===== config.mk =====
export PLATFORM = sky130hd
export DESIGN_NAME = if_stage
export DESIGN_NICKNAME = d
export VERILOG_FILES = /design/src/rtl/if_stage.sv
export SDC_FILE = /design/constraint.sdc
export NUM_CORES = 1
export LEC_CHECK = 0
export ABC_AREA = 1
export CORE_UTILIZATION = 35
export CTS_BUF_LIST = sky130_fd_sc_hd__clkbuf_8
export DETAILED_ROUTE_END_ITERATION = 10
export GPL_TIMING_DRIVEN = 1
export MAX_ROUTING_LAYER = met4
export SLEW_MARGIN = 0
export SYNTH_ARGS = -nofsm -noshare
export SYNTH_HDL_FRONTEND = slang
export SYNTH_SLANG_ARGS = --single-unit
export TNS_END_PERCENT = 50

===== constraint.sdc =====
create_clock -name clk -period 4.6 [get_ports clk]
set_input_delay 0.92 -clock clk [delete_from_list [all_inputs] [get_ports clk]]
set_output_delay 0.92 -clock clk [all_outputs]
set_load 0.05 [all_outputs]

===== src/rtl/if_stage.sv =====
// if_stage: instruction-fetch stage of the pipelined MIPS CPU.
//
// Holds the PC, runs a req/ack handshake with instruction memory and owns
// the IF/ID pipeline register. An instruction that arrives while the
// pipeline is held is parked in a one-word buffer so memory is released
// immediately; it is handed to decode once the hold clears.
//
// Configuration macro: IF_DELAY_SLOT_EN
//   defined   - the instruction fetched alongside a taken branch enters
//               decode as a valid delay-slot instruction.
//   undefined - that instruction is squashed (InstrD=0, ValidD=0).
//
// Ports:
//   clk, rst        clock; asynchronous active-high reset
//   StallF, StallD  hazard-unit stalls (either one holds the whole fetch)
//   PCSrcD          taken branch resolved in decode
//   PCBranchD       branch target
//   imem_req        fetch request to instruction memory
//   imem_addr       fetch address (PCF)
//   imem_ack        memory returns imem_rdata this cycle
//   imem_rdata      fetched instruction
//   InstrD          IF/ID instruction
//   PCPlus4D        IF/ID PC+4
//   ValidD          IF/ID holds a real instruction (0 = bubble)
//   FetchStall      fetch cannot deliver an instruction this cycle

module if_stage #(
  parameter logic [31:0] RESET_PC = 32'h0000_0000
) (
  input  logic        clk,
  input  logic        rst,
  input  logic        StallF,
  input  logic        StallD,
  input  logic        PCSrcD,
  input  logic [31:0] PCBranchD,
  output logic        imem_req,
  output logic [31:0] imem_addr,
  input  logic        imem_ack,
  input  logic [31:0] imem_rdata,
  output logic [31:0] InstrD,
  output logic [31:0] PCPlus4D,
  output logic        ValidD,
  output logic        FetchStall
);

  typedef enum logic [1:0] {
    START = 2'd0,
    FETCH = 2'd1,
    HOLD  = 2'd2
  } state_t;

  state_t      state;
  logic [31:0] pcf;
  logic [31:0] buffer;
  logic [31:0] pc_plus4;
  logic [31:0] fetched;
  logic        hold;
  logic        xfer_mem;
  logic        xfer_buf;
  logic        xfer;

  assign hold     = StallF | StallD;
  assign pc_plus4 = pcf + 32'd4;

  // A transfer moves one instruction into IF/ID, either straight from
  // memory or from the buffer filled during an earlier hold.
  assign xfer_mem = (state == FETCH) & imem_ack & ~hold;
  assign xfer_buf = (state == HOLD) & ~hold;
  assign xfer     = xfer_mem | xfer_buf;
  assign fetched  = xfer_buf ? buffer : imem_rdata;

  assign imem_req   = (state == FETCH);
  assign imem_addr  = pcf;
  assign FetchStall = (state == START) | ((state == FETCH) & ~imem_ack);

  always_ff @(posedge clk or posedge rst) begin
    if (rst) begin
      state    <= START;
      pcf      <= RESET_PC;
      buffer   <= '0;
      InstrD   <= '0;
      PCPlus4D <= '0;
      ValidD   <= 1'b0;
    end else begin
      case (state)
        START: state <= FETCH;
        FETCH: begin
          if (imem_ack & hold) begin
            buffer <= imem_rdata;
            state  <= HOLD;
          end
        end
        HOLD: begin
          if (!hold) state <= FETCH;
        end
        default: state <= START;
      endcase

      if (xfer) begin
        PCPlus4D <= pc_plus4;
        pcf      <= PCSrcD ? PCBranchD : pc_plus4;
`ifdef IF_DELAY_SLOT_EN
        InstrD   <= fetched;
        ValidD   <= 1'b1;
`else
        InstrD   <= PCSrcD ? '0 : fetched;
        ValidD   <= ~PCSrcD;
`endif
      end
    end
  end

endmodule


==> impl_metrics.csv <==
group,metric,value,unit
run_status,status,"finished with violations",
setup_path,setup.worst_path.end,"FetchStall",
setup_path,crit_chain,"clkdlybuf4s50_1 > a21oi_1 > clkdlybuf4s50_1",
timing,setup_tns,0,ns
setup_path,ff2ff_path_depth,7,
route,wl_per_cell,13.6,um
cells_and_area,regArea,0.00328,mm^2
cells_and_area,syn2layout_area_growth,34.0,%
grt,use_met2,30.2,%
clock_network,post-cts-setup-buffers,0,
clock_network,ctsHoldBuffers,0,
place,dpl_cell_area,0.00833,mm^2
timing,finalClockSkew,0.0143,ns
place,numPortBuffers,168,
min_path,hp-class,"reg2reg",
pwr,ir_drop,0.327,mV
setup_path,path_common_cell,"clkdlybuf4s50_1",
route,routed_wl,17200,um
clock_network,htree_levels,4,
die,initial_core_util,36.1,%
timing,max_freq,0.309,GHz
logic_synthesis,synth_top_area_share,50.0,%
place,dp_hpwl,11400,um
timing,final.min_clock_period,3.24,ns
die,die_h,139,um
route,first_pass_iters,8,
grt,grt_overflow,0,
grt,met1_usage,25.4,%
logic_synthesis,synth.ff_latch_count,131,
die,die-area,0.0193,mm^2
timing,finalCritPeriodShare,70.4,%
route,vias_per_cell,4.54,
grt,grt_use_total,19.6,%
clock_network,cts_tree,"done",
setup_path,critPathArrivalTime,2.32,ns
grt,busiest_layer,"met2",
route,ant_nets,0,
clock_network,insertion_delay,0.45,ns
grt,use_met3,5.01,%
die,rows,49,
logic_synthesis,yosys-top-cells-area,"dfrtp_1, nand2_1, inv_1",
cells_and_area,drive_gt1_share,6.77,%
setup_path,reg2reg_slack,2.35,ns
setup_path,crit_type,"in2out",
grt,antenna_found_initial,0,
logic_synthesis,ys.warnings.count,0,
logic_synthesis,synth_area,0.00655,mm^2
cells_and_area,multi_input_area,0.00273,mm^2
route,drt_iter0_markers,301,
cells_and_area,num-fill-cells,1822,
run_status,violations,"DRC",
grt,grt_pass1_vias,5620,
timing,maxSlewViolCount,0,
clock_network,clockBufferDepth,2,
grt,grt_pass1_wl,29100,um
setup_path,r2r_start,"state[0]$_DFFE_PP0P_",
cells_and_area,fin_util,48.4,%
timing,grt_setup_unrepaired,"no",
cells_and_area,nets,1092,
logic_synthesis,syn_nets,940,
setup_path,max_stage_delay,0.81,ns
grt,grt_max_degree,111,
timing,hold_viol,0,
setup_path,worstPathMaxFanout,3,
die,ioPinCount,169,
die,core,0.0181,mm^2
route,drcViolationCount,10,
cells_and_area,antennaDiodeCount,0,
cells_and_area,fin_area,0.00878,mm^2
pwr,pwr_density_cell,769,mW/mm^2
timing,slew-limit-headroom,30.3,%
logic_synthesis,synth_largest_area_cell,"dfrtp_1",
logic_synthesis,ys_seq_area_share,50.0,%
clock_network,root_buffer,"clkbuf_8",
place,gp_congestion,0.837,
timing,setup_viol,0,
cells_and_area,final_cell_mix,"nand2_1, clkdlybuf4s50_1, dfrtp_1, inv_1, nor2_1",
timing,tightest_slew,1.05,ns
setup_path,required,3.68,ns
logic_synthesis,synth_cell_type_count,25,
setup_path,cp-start-kind,"input port",
pwr,p_leak,4.34,nW
clock_network,clk_pin_slew_worst_paths,0.08,ns
die,die_x,139,um
clock_network,clock-sinks,131,
route,vias,5733,
setup_path,rr_endpoint,"buffer[9]$_DFFE_PP0P_",
clock_network,cts_inserted_buffers,17,
setup_path,crit_path_top_delay_cell,"clkdlybuf4s50_1",
cells_and_area,layout_commonest_cell,"nand2_1",
flow_run,cap_violations,0,
setup_path,worstSetupEndpointType,"output pin",
logic_synthesis,synthCells,869,
clock_network,cts_resized,0,
setup_path,crit_start,"imem_ack",
min_path,worst_hold_path.num_cells,2,
logic_synthesis,syn_area_per_cell,7.54,um^2
[critical path, delay by kind of cell]
family,cells,cell delay (ns)
buffers and inverters,2,1.25
AO/OA/AOI/OAI,1,0.15
[flip-flops by register name (all words and copies together) (netlist names)]
signal / count
imem_addr: 32
PCPlus4D: 32
InstrD: 32
buffer: 32
state: 2
ValidD: 1
[power by group]
part,leakage [nW],internal (mW),switching [mW]
Sequential,1.62,1.69,0.380
Clock,0.216,0.612,0.484
Combinational,2.50,1.16,2.43
Total,4.34,3.46,3.29
[synthesized netlist by cell type]
| cell type | count |
|---|---|
| nor3_1 | 1 |
| nor2_1 | 61 |
| o21ai_1 | 1 |
| o21ai_0 | 42 |
| dfrtp_1 | 131 |
| a21oi_2 | 14 |
| buf_4 | 9 |
| xor2_1 | 14 |
| nand3_1 | 42 |
| clkbuf_1 | 6 |
| nand2_2 | 3 |
| o21a_1 | 2 |
| xnor2_1 | 1 |
| buf_2 | 22 |
| and2_1 | 3 |
| inv_2 | 1 |
| nor2_4 | 3 |
| nand2_1 | 393 |
| nor2_2 | 6 |
| a21oi_1 | 16 |
| nand3b_1 | 8 |
| o211ai_1 | 7 |
| buf_6 | 6 |
| ha_1 | 1 |
| inv_1 | 76 |
[metal layers]
layer | vias up | share of wire, % | wire length (um)
met5 | - | 0 | 0
met4 | 0 | 0.86 | 148
met3 | 12 | 5.6 | 955
met2 | 115 | 47 | 8160
met1 | 2646 | 46 | 7920
li1 | 2960 | - | -
[cell families (layout without fill, tap and decap cells)]
kind of cell / count (synthesis) / after routing / share of synthesized area, %
simple gates: 520 / 520 / 31.9
flops: 131 / 131 / 50.0
buf+inv: 120 / 285 / 8.50
compound gates: 82 / 82 / 7.41
xor+xnor: 15 / 15 / 2.01
fa+ha+maj: 1 / 1 / 0.191
[worst min-delay path by stage]
stage	startpoint	to	slack, ns
3_3_place_gp	PCPlus4D[0]$_DFFE_PP0P_	PCPlus4D[0]$_DFFE_PP0P_	0.45
2_1_floorplan	buffer[24]$_DFFE_PP0P_	buffer[24]$_DFFE_PP0P_	0.45
4_1_cts	PCPlus4D[1]$_DFFE_PP0P_	PCPlus4D[1]$_DFFE_PP0P_	0.48
5_1_grt	PCPlus4D[0]$_DFFE_PP0P_	PCPlus4D[0]$_DFFE_PP0P_	0.50
3_5_place_dp	PCPlus4D[1]$_DFFE_PP0P_	PCPlus4D[1]$_DFFE_PP0P_	0.46
6_report	PCPlus4D[1]$_DFFE_PP0P_	PCPlus4D[1]$_DFFE_PP0P_	0.48
[area by class of cell]
class	count	area share, %
well taps	229	3.26
repair buffers	176	19.8
clock buffers	18	2.82
multi-input cells	618	31.1
inverters	77	3.35
clock inverters	14	2.32
flip-flops and latches	131	37.3
[metrics by stage]
stage	hold slack, ns	power, mW	worst slack, ns	cells
floorplan	0.454	4.56	0.182	869
global route	0.500	7.20	1.32	1263
CTS	0.479	6.84	1.36	1263
finish	0.476	6.75	1.36	1263
detailed placement	0.462	5.70	1.32	1231
global placement	0.454	5.67	1.35	1231
Power figures use the tool's default switching activity.
